$ cat src/rtl/x25519_row_seq_if.sv
// ---------------------------------------------------------------------------
// x25519_row_seq_if: front-end and datapath signals of the X25519 row
// sequencer, bundled for connection to x25519_row_seq.
//   Front end : start, a_in, b_in, c_in (to sequencer)
//               ready, busy, done, res (from sequencer)
//   Datapath  : dp_rs1, dp_rs2, dp_rs3, dp_op_maddlu, dp_op_maddhu (from seq)
//               dp_rd (to sequencer, combinational from the operands)
// Modports: slave = sequencer side, master = environment (front end + MAC).
// ---------------------------------------------------------------------------
interface x25519_row_seq_if #(
  parameter int unsigned NLIMB = 4
);
  localparam int unsigned LW = 64;

  logic                      start;
  logic [NLIMB*LW-1:0]       a_in;
  logic [LW-1:0]             b_in;
  logic [NLIMB*LW-1:0]       c_in;
  logic                      ready;
  logic                      busy;
  logic                      done;
  logic [(NLIMB+1)*LW-1:0]   res;
  logic [LW-1:0]             dp_rs1;
  logic [LW-1:0]             dp_rs2;
  logic [LW-1:0]             dp_rs3;
  logic                      dp_op_maddlu;
  logic                      dp_op_maddhu;
  logic [LW-1:0]             dp_rd;

  modport slave (
    input  start, a_in, b_in, c_in, dp_rd,
    output ready, busy, done, res,
    output dp_rs1, dp_rs2, dp_rs3, dp_op_maddlu, dp_op_maddhu
  );

  modport master (
    output start, a_in, b_in, c_in, dp_rd,
    input  ready, busy, done, res,
    input  dp_rs1, dp_rs2, dp_rs3, dp_op_maddlu, dp_op_maddhu
  );
endinterface

$ cat src/rtl/x25519_row_seq.sv
// ---------------------------------------------------------------------------
// x25519_row_seq: computes one row R = A*b + C of a multi-limb X25519
// multiply by time-sharing one 64-bit multiply-add unit (maddlu/maddhu).
// Each limb issues a low-half op then a high-half op; the carry is
// propagated internally. Result is NLIMB+1 limbs, little-endian.
// Ports:
//   cop_clk  clock, rising edge
//   cop_rst  synchronous active-low reset
//   bus      x25519_row_seq_if.slave (front-end handshake, operands,
//            result, and the multiply-add datapath operands/result)
// Optional build macro: X25519_SEQ_PIPE_EN registers dp_rd for one cycle
// before use, adding LOW/HIW wait states (each op held for 2 cycles).
// ---------------------------------------------------------------------------
module x25519_row_seq #(
  parameter int unsigned NLIMB = 4
) (
  input  logic                cop_clk,
  input  logic                cop_rst,
  x25519_row_seq_if.slave     bus
);

  localparam int unsigned LW = 64;
  localparam int unsigned IW = 3;

`ifdef X25519_SEQ_PIPE_EN
  typedef enum logic [2:0] {
    S_IDLE = 3'd0, S_LO = 3'd1, S_HI = 3'd2, S_DONE = 3'd3,
    S_LOW  = 3'd4, S_HIW = 3'd5
  } state_t;
`else
  typedef enum logic [2:0] {
    S_IDLE = 3'd0, S_LO = 3'd1, S_HI = 3'd2, S_DONE = 3'd3
  } state_t;
`endif

  state_t                  state_q;
  logic [NLIMB-1:0][LW-1:0] a_q;
  logic [NLIMB-1:0][LW-1:0] c_q;
  logic [LW-1:0]           b_q;
  logic [IW-1:0]           i_q;
  logic [LW-1:0]           lo_q;
  logic [LW-1:0]           carry_q;
  logic [NLIMB:0][LW-1:0]  res_q;
  logic                    ready_q;
  logic                    busy_q;
  logic                    done_q;
  logic [LW-1:0]           rs1_q;
  logic [LW-1:0]           rs2_q;
  logic [LW-1:0]           rs3_q;
  logic                    maddlu_q;
  logic                    maddhu_q;

  // Datapath result as consumed by the sequencer (registered when piped)
  logic [LW-1:0] rd_use;
`ifdef X25519_SEQ_PIPE_EN
  logic [LW-1:0] rd_q;
  assign rd_use = rd_q;
`else
  assign rd_use = bus.dp_rd;
`endif

  // Carry chain: hi + (lo + carry) overflow; the add never exceeds 64 bits
  logic [LW:0]     sum_d;
  logic [LW-1:0]   carry_d;
  logic [IW-1:0]   i_nxt_d;
  logic            last_d;
  logic [LW-1:0]   a_nxt_d;
  logic [LW-1:0]   c_nxt_d;

  assign sum_d   = {1'b0, lo_q} + {1'b0, carry_q};
  assign carry_d = rd_use + LW'(sum_d[LW]);
  assign i_nxt_d = i_q + IW'(1);
  assign last_d  = (i_q == IW'(NLIMB - 1));

  // Operand limbs for the next limb index
  always_comb begin
    a_nxt_d = '0;
    c_nxt_d = '0;
    for (int k = 0; k < int'(NLIMB); k++) begin
      if (i_nxt_d == IW'(k)) begin
        a_nxt_d = a_q[k];
        c_nxt_d = c_q[k];
      end
    end
  end

  // Sequencer FSM; outputs are registered alongside the state they belong to
  always_ff @(posedge cop_clk) begin
    if (!cop_rst) begin
      state_q  <= S_IDLE;
      a_q      <= '0;
      c_q      <= '0;
      b_q      <= '0;
      i_q      <= '0;
      lo_q     <= '0;
      carry_q  <= '0;
      res_q    <= '0;
      ready_q  <= 1'b1;
      busy_q   <= 1'b0;
      done_q   <= 1'b0;
      rs1_q    <= '0;
      rs2_q    <= '0;
      rs3_q    <= '0;
      maddlu_q <= 1'b0;
      maddhu_q <= 1'b0;
`ifdef X25519_SEQ_PIPE_EN
      rd_q     <= '0;
`endif
    end else begin
`ifdef X25519_SEQ_PIPE_EN
      rd_q <= bus.dp_rd;
`endif
      case (state_q)
        S_IDLE, S_DONE: begin
          if (bus.start) begin
            a_q      <= bus.a_in;
            b_q      <= bus.b_in;
            c_q      <= bus.c_in;
            i_q      <= '0;
            carry_q  <= '0;
            res_q    <= '0;
            state_q  <= S_LO;
            ready_q  <= 1'b0;
            busy_q   <= 1'b1;
            done_q   <= 1'b0;
            maddlu_q <= 1'b1;
            maddhu_q <= 1'b0;
            rs1_q    <= bus.a_in[LW-1:0];
            rs2_q    <= bus.b_in;
            rs3_q    <= bus.c_in[LW-1:0];
          end else begin
            state_q  <= S_IDLE;
            ready_q  <= 1'b1;
            busy_q   <= 1'b0;
            done_q   <= 1'b0;
            maddlu_q <= 1'b0;
            maddhu_q <= 1'b0;
            rs1_q    <= '0;
            rs2_q    <= '0;
            rs3_q    <= '0;
          end
        end

`ifdef X25519_SEQ_PIPE_EN
        // Wait for the registered low-half result; operands held
        S_LO: state_q <= S_LOW;
        // Wait for the registered high-half result; operands held
        S_HI: state_q <= S_HIW;
`endif

        // Capture the low half and issue the high half on the same operands
`ifdef X25519_SEQ_PIPE_EN
        S_LOW: begin
`else
        S_LO: begin
`endif
          lo_q     <= rd_use;
          state_q  <= S_HI;
          maddlu_q <= 1'b0;
          maddhu_q <= 1'b1;
        end

        // Commit limb i, update carry, then next limb or finish
`ifdef X25519_SEQ_PIPE_EN
        S_HIW: begin
`else
        S_HI: begin
`endif
          for (int k = 0; k < int'(NLIMB); k++) begin
            if (i_q == IW'(k)) res_q[k] <= sum_d[LW-1:0];
          end
          carry_q <= carry_d;
          if (last_d) begin
            res_q[NLIMB] <= carry_d;
            state_q  <= S_DONE;
            ready_q  <= 1'b1;
            busy_q   <= 1'b0;
            done_q   <= 1'b1;
            maddlu_q <= 1'b0;
            maddhu_q <= 1'b0;
            rs1_q    <= '0;
            rs2_q    <= '0;
            rs3_q    <= '0;
          end else begin
            i_q      <= i_nxt_d;
            state_q  <= S_LO;
            maddlu_q <= 1'b1;
            maddhu_q <= 1'b0;
            rs1_q    <= a_nxt_d;
            rs2_q    <= b_q;
            rs3_q    <= c_nxt_d;
          end
        end

        default: begin
          state_q  <= S_IDLE;
          ready_q  <= 1'b1;
          busy_q   <= 1'b0;
          done_q   <= 1'b0;
          maddlu_q <= 1'b0;
          maddhu_q <= 1'b0;
          rs1_q    <= '0;
          rs2_q    <= '0;
          rs3_q    <= '0;
        end
      endcase
    end
  end

  assign bus.ready        = ready_q;
  assign bus.busy         = busy_q;
  assign bus.done         = done_q;
  assign bus.res          = res_q;
  assign bus.dp_rs1       = rs1_q;
  assign bus.dp_rs2       = rs2_q;
  assign bus.dp_rs3       = rs3_q;
  assign bus.dp_op_maddlu = maddlu_q;
  assign bus.dp_op_maddhu = maddhu_q;

endmodule

$ cat src/flat_wrapper.sv
// flat-port wrapper written by rule: the top's interface ports become plain ports
module x25519_row_seq_flat 
#(
  parameter int unsigned NLIMB = 4
)
  (cop_clk, cop_rst, bus_start, bus_a_in, bus_b_in, bus_c_in, bus_dp_rd, bus_ready, bus_busy, bus_done, bus_res, bus_dp_rs1, bus_dp_rs2, bus_dp_rs3, bus_dp_op_maddlu, bus_dp_op_maddhu);
  x25519_row_seq_if #(.NLIMB(NLIMB)) bus_i ();
  input  logic cop_clk;
  input  logic cop_rst;
  input wire logic [$bits(bus_i.start)-1:0] bus_start;
  input wire logic [$bits(bus_i.a_in)-1:0] bus_a_in;
  input wire logic [$bits(bus_i.b_in)-1:0] bus_b_in;
  input wire logic [$bits(bus_i.c_in)-1:0] bus_c_in;
  input wire logic [$bits(bus_i.dp_rd)-1:0] bus_dp_rd;
  output wire logic [$bits(bus_i.ready)-1:0] bus_ready;
  output wire logic [$bits(bus_i.busy)-1:0] bus_busy;
  output wire logic [$bits(bus_i.done)-1:0] bus_done;
  output wire logic [$bits(bus_i.res)-1:0] bus_res;
  output wire logic [$bits(bus_i.dp_rs1)-1:0] bus_dp_rs1;
  output wire logic [$bits(bus_i.dp_rs2)-1:0] bus_dp_rs2;
  output wire logic [$bits(bus_i.dp_rs3)-1:0] bus_dp_rs3;
  output wire logic [$bits(bus_i.dp_op_maddlu)-1:0] bus_dp_op_maddlu;
  output wire logic [$bits(bus_i.dp_op_maddhu)-1:0] bus_dp_op_maddhu;
  assign bus_i.start = bus_start;
  assign bus_i.a_in = bus_a_in;
  assign bus_i.b_in = bus_b_in;
  assign bus_i.c_in = bus_c_in;
  assign bus_i.dp_rd = bus_dp_rd;
  assign bus_ready = bus_i.ready;
  assign bus_busy = bus_i.busy;
  assign bus_done = bus_i.done;
  assign bus_res = bus_i.res;
  assign bus_dp_rs1 = bus_i.dp_rs1;
  assign bus_dp_rs2 = bus_i.dp_rs2;
  assign bus_dp_rs3 = bus_i.dp_rs3;
  assign bus_dp_op_maddlu = bus_i.dp_op_maddlu;
  assign bus_dp_op_maddhu = bus_i.dp_op_maddhu;
  x25519_row_seq #(.NLIMB(NLIMB)) u_core (.cop_clk(cop_clk), .cop_rst(cop_rst), .bus(bus_i));
endmodule
$ cat config.mk
export PLATFORM = sky130hd
export DESIGN_NAME = x25519_row_seq_flat
export DESIGN_NICKNAME = d
export VERILOG_FILES = /design/src/rtl/x25519_row_seq_if.sv /design/src/rtl/x25519_row_seq.sv /design/src/flat_wrapper.sv
export SDC_FILE = /design/constraint.sdc
export NUM_CORES = 2
export LEC_CHECK = 0
export CORE_MARGIN = 3
export CORE_UTILIZATION = 25
export CTS_BUF_LIST = sky130_fd_sc_hd__clkbuf_4
export DETAILED_ROUTE_END_ITERATION = 7
export HOLD_SLACK_MARGIN = 0.1
export SLEW_MARGIN = 40
export SYNTH_ARGS = -nofsm -noshare
export SYNTH_HDL_FRONTEND = slang
export SYNTH_SLANG_ARGS = --single-unit
$ cat constraint.sdc
create_clock -name cop_clk -period 5.2 [get_ports cop_clk]
set_input_delay 1.56 -clock cop_clk [delete_from_list [all_inputs] [get_ports cop_clk]]
set_output_delay 1.56 -clock cop_clk [all_outputs]
set_load 0.01 [all_outputs]
# Word-level counts from Yosys, hierarchy flattened
# Cells that the tools add are included.
# op_classes
add_sub_neg	3
n_mul	0
div	0
magnitude_cmp	0
eq_ne	15
shift	0
n_mux	42
bitwise	1
n_reduce_logical	13
# ops
operator	count
two-way mux 64 bit	20
one-hot mux 320 bit (2 select lines)	1
one-hot mux 64 bit (3 select lines)	3
two-way mux 320 bit	1
one-hot mux 64 bit (2 select lines)	1
adder 64 x 64 -> 65 bit	1
adder 64 x 1 -> 64 bit	1
== test 3 x 2 -> 1 bit (second input constant)	6
AND reduction 3 bit	5
== test 3 x 1 -> 1 bit (second input constant)	3
logical NOT 3 bit	3
one-hot mux 3 bit (3 select lines)	1
!= test 2 x 1 -> 1 bit (second input constant)	4
two-way mux 1 bit	7
two-way mux 3 bit	2
one-hot mux 1 bit (3 select lines)	2
one-hot mux 3 bit (2 select lines)	1
AND reduction 2 bit	3
!= test 2 bit (second input constant)	2
one-hot mux 1 bit (2 select lines)	2
adder 3 x 1 -> 3 bit (second input constant)	1
two-way mux 2 bit	1
nonzero test 2 bit	1
OR reduction 2 bit	1
NOT 1 bit	1
# totals
ff_bits	1227
latch_bits	0
ramBits	0
romBits	0
in_bits	643
output_inout_bits	517
elab_cells	100
mem_count	0

# Longest topological paths before layout
# logic_depth
depth_word	8
depth_mapped	24
mapped_depth_nobuf	24

# Worst setup path before layout
# No wires, ideal clock.
# synth_timing
kind	register to register
startpoint	register u_core.carry_q[0]
endpoint	register u_core.res_q, in the netlist u_core.bus.res[319]
setup_ns	0.115
arrival_ns	4.326
required_ns	5.085
path_slack_ns	0.759
path_stages_with_launch	25
path_buffers	1
synth_period_minus_slack_ns	4.441
cell_sequence	dfxtp_1 -> ha_1 -> inv_1 -> fa_1 -> nor2b_1 -> o31a_1 -> a21oi_2 -> o211ai_2 -> a31oi_1 -> o21ai_2 -> a21oi_2 -> o21ai_2 -> nand4_1 -> nand2_1 -> ha_1 -> nand3_1 -> or4_4 -> nor4_4 -> and2_1 -> buf_4 -> nand4_2 -> xnor2_1 -> nand2_1 -> o21ai_1 -> and2_1
# synth_between
elab_chain_cells	4
# synth_lines
item	line	rtl
from (decl)	x25519_row_seq.sv:42	logic [LW-1:0] carry_q;
from (signal assigned)	x25519_row_seq.sv:172	carry_q <= carry_d;
adder 64 x 64 -> 65 bit	x25519_row_seq.sv:70	assign sum_d = {1'b0, lo_q} + {1'b0, carry_q};
adder 64 x 1 -> 64 bit	x25519_row_seq.sv:71	assign carry_d = rd_use + LW'(sum_d[LW]);
two-way mux 64 bit	x25519_row_seq.sv:173	if (last_d) begin
one-hot mux 320 bit (2 select lines)	x25519_row_seq.sv:113	case (state_q)
to (signal, indexed assignment)	x25519_row_seq.sv:170	if (i_q == IW'(k)) res_q[k] <= sum_d[LW-1:0];
to (signal, indexed assignment)	x25519_row_seq.sv:174	res_q[NLIMB] <= carry_d;
to (decl)	x25519_row_seq.sv:43	logic [NLIMB:0][LW-1:0] res_q;
# No other way between the ends. The select of a mux whose other input is x is not followed.
# A chain may end at the register's enable or synchronous reset.

# Worst setup path in the final report
# layout_timing
startpoint	register u_core.lo_q[0]
endpoint	register u_core.res_q, in the netlist u_core.bus.res[304]
# layout_between
elab_chain_cells	4
# layout_lines
item	line	rtl
from (decl)	x25519_row_seq.sv:41	logic [LW-1:0] lo_q;
from (signal assigned)	x25519_row_seq.sv:157	lo_q <= rd_use;
adder 64 x 64 -> 65 bit	x25519_row_seq.sv:70	
adder 64 x 1 -> 64 bit	x25519_row_seq.sv:71	
two-way mux 64 bit	x25519_row_seq.sv:173	
one-hot mux 320 bit (2 select lines)	x25519_row_seq.sv:113	
# No other way between the ends. The select of a mux whose other input is x is not followed.

==> impl_metrics.env <==
export IMPL_status="finished, final reports clean"
export IMPL_synthCells=7050
export IMPL_finalHoldViolations=0
export IMPL_synth_edf_count=0
export IMPL_ys_seq_elements=1226
export IMPL_tritoncts="yes"
export IMPL_cp_data_arrival_time_ns=6.09
export IMPL_tightest_slew_ns=0.8630
export IMPL_io_buffers=1159
export IMPL_clock_latency_ns=1.32
export IMPL_yosys_warnings=0
export IMPL_h_tree_depth=5
export IMPL_chipHeight_um=473.6
export IMPL_ys_seq_area_frac=0.4490
export IMPL_synth_fp_nets=7768
export IMPL_clock_path_buffers=4
export IMPL_dieArea_um2=224300
export IMPL_critPathKind="register to register"
export IMPL_area_delta_synth_final_pct=35.65
export IMPL_end_kind="register"
export IMPL_grt_ovfl_total=0
export IMPL_start_util=0.2514
export IMPL_dp_hpwl_um=194900
export IMPL_syn_area_per_cell_um2=7.753
export IMPL_dominantRegCellSynth="dfxtp_1"
export IMPL_avgViaCountPerCell=4.951
export IMPL_r2r_end="u_core.bus.res[304]"
export IMPL_grt_pass1_vias=54010
export IMPL_routed_wl_um=267600
export IMPL_track_usage=0.2269
export IMPL_drive_gt1_frac=0.09465
export IMPL_critical_path_max_stage_delay_ns=0.66
export IMPL_final_net_count=8882
export IMPL_synth_area_top_cells="dfxtp_1, nand2_1, a21boi_0, o21ai_0, nand3_1"
export IMPL_grt_max_degree=168
export IMPL_wl_per_cell_um=23.65
export IMPL_core_um2=217400
export IMPL_whs_ns=0.3860
export IMPL_final_max_slew_viol_count=0
export IMPL_rows=171
export IMPL_min_delay_start="u_core.b_q[37]"
export IMPL_ir_drop_v=0.0002026
export IMPL_reg2reg_depth=23
export IMPL_ant_nets=0
export IMPL_timing_fmax_mhz=203.3
export IMPL_dr_pass1_iters=6
export IMPL_highest_layer="met5"
export IMPL_drc=0
export IMPL_synth_most_common_cell="nand2_1"
export IMPL_final_core_util=0.3411
export IMPL_clock_skew_ns=0.1605
export IMPL_vias=56020
export IMPL_layout_min_cycle_time_ns=4.919
export IMPL_root_buffer="clkbuf_4"
export IMPL_synth_common_cells="nand2_1, dfxtp_1, a21boi_0"
export IMPL_wl_met1_um=106100
export IMPL_slew_headroom=0.4247
export IMPL_r2r_start="u_core.lo_q[0]"
export IMPL_powerDensity_nw_per_um2=309.9
export IMPL_met3_length_um=24310
export IMPL_min_period_over_period=0.9460
export IMPL_p_leak_nw=26.54
export IMPL_crit_fanout=5
export IMPL_cts_sinks=1226
export IMPL_r2r_slack_ns=0.28
export IMPL_worstPathCellList="ha_1 > inv_1 > fa_1 > nor2b_2 > o31a_1 > a21oi_2 > o211ai_2 > a31oi_2 > o21ai_2 > a21oi_2 > o21ai_2 > nand4_1 > nand2_2 > ha_1 > nand3_1 > or4_4 > nor4_4 > nand2b_2 > nor2_1 > xor2_1 > nand2_1 > o21ai_0 > and2_1"
export IMPL_min_path_type="register to register"
export IMPL_cts_buffers=367
export IMPL_clkTransAtPathRegs_ns=0.07
export IMPL_synth_top_area_frac=0.4490
export IMPL_largest_register_ffs=320
export IMPL_gp_congestion=0.9317
export IMPL_grt_pass1_wl_um=377500
export IMPL_cp_required_ns=6.37
export IMPL_hold_path_end="u_core.bus.dp_rs2[37]"
export IMPL_die_x_um=473.6
export IMPL_synth_distinct_cells=79
export IMPL_tns_ns=0
export IMPL_boundaryPins=1160
export IMPL_drt_iter0_markers=4585
export IMPL_crit_slowest_cell="or4_4"
export IMPL_synth_async_reset_ratio=0
export IMPL_setup_viol=0
export IMPL_whs_path_depth=2
export IMPL_yosysTopAreaCell="dfxtp_1"
export IMPL_syn_area_um2=54660
export IMPL_antenna_found_initial=82
export IMPL_met2_length_um=123000
export IMPL_start_kind="register"
export IMPL_drv_cap=0
-- metal layers --
layer	vias to the layer above	track usage
met5	-	0
met4	24	0.1254
met3	572	0.07254
met2	2453	0.3653
met1	26620	0.2666
li1	26350	-
-- cell usage in the layout, fill, tap and decap left out, types with 6 or more instances in the layout --
cell type        instances
mux2i_1                 67
dfxtp_1               1226
a21oi_1                 85
inv_1                   26
o21bai_1                13
o311ai_0                26
ha_1                    71
nand2b_1                 9
clkinv_1                51
a211oi_1                10
a41o_1                   6
nor2b_1                 83
a21o_1                  29
nand3_1                431
o21ai_1                 19
or3_1                    6
o221ai_1                 7
a31oi_1                201
buf_4                  116
nand4_1                 26
xor2_1                  34
and3_1                  29
or2_2                   12
o21a_1                  15
xnor2_1                 67
and2_1                 102
diode_2                 63
buf_12                  39
nor2_1                 101
a21boi_0               776
o211ai_1                13
o311ai_1                11
nand2_1               2208
nand3b_1                 9
clkdlybuf4s50_1       1158
clkinv_2                 6
nor3_1                  28
clkbuf_4               537
o21ai_0                611
-- worst max-delay path: cells and delay by family (launching register included) --
kind | cells | cell delay (ns)
and+or+nand+nor | 10 | 2.08
AOI/OAI and AO/OA | 8 | 1.45
adders and majority gates | 3 | 0.74
DFF | 1 | 0.34
xor gates and xnor gates | 1 | 0.15
buffers and inverters | 1 | 0.07
-- power by group --
| group | internal, W | leakage, nW | total (W) | switching [W] |
|---|---|---|---|---|
| logic | 0.00140 | 13.9 | 0.00358 | 0.00218 |
| registers | 0.00992 | 10.0 | 0.0102 | 0.000305 |
| clock network | 0.00476 | 2.63 | 0.00917 | 0.00441 |
| total | 0.0161 | 26.5 | 0.0230 | 0.00689 |
-- what timing repair did --
action	in CTS	in global routing
hold buffers	0	0
buffers inserted	0	3
pin swaps	1	6
endpoints found under the setup margin	16	50
resized for setup	1	9
-- cell families after synthesis --
family / Yosys count / synth area share
DFF: 1226 / 0.4490
adders and majority gates: 75 / 0.01731
buffers and inverters: 602 / 0.04153
and+or+nand+nor: 3107 / 0.2408
xor gates and xnor gates: 101 / 0.01618
muxes: 68 / 0.01248
AOI/OAI and AO/OA: 1871 / 0.2226
-- layout make-up --
cell class / instances / area (µm²)
inverter: 28 / 112.6
sequential: 1226 / 24540
fill: 22890 / 143200
tap: 2854 / 3571
multi-input combinational: 5222 / 28030
antenna: 63 / 157.7
timing repair buffer: 1319 / 13360
clock inverter: 67 / 329.1
clock buffer: 537 / 4031
-- per-stage QoR --
stage	std cells	power, W	cell area, µm²	setup WS [ns]
finish	11320	0.02297	74140	0.2809
global placement	10640	0.01396	69410	0.006276
detailed placement	10650	0.01400	69530	0.002700
CTS	11250	0.02327	73890	0.02512
floorplan	7050	0.01202	54660	0.7590
global route	11300	0.02404	74100	-0.005932
-- worst max path at each step --
| stage | start | endpoint | slack (ns) | cells past startpoint |
|---|---|---|---|---|
| floorplan | u_core.carry_q[0] | u_core.bus.res[319] | 0.76 | 24 |
| global placement | u_core.lo_q[0] | u_core.bus.res[319] | 0.006 | 23 |
| detailed placement | u_core.lo_q[0] | u_core.bus.res[319] | 0.003 | 23 |
| CTS | u_core.lo_q[0] | u_core.bus.res[304] | 0.03 | 23 |
| global route | u_core.carry_q[0] | u_core.bus.res[309] | -0.006 | 23 |
| finish | u_core.lo_q[0] | u_core.bus.res[304] | 0.28 | 23 |
Note: power is estimated with default switching activity, not from simulation.
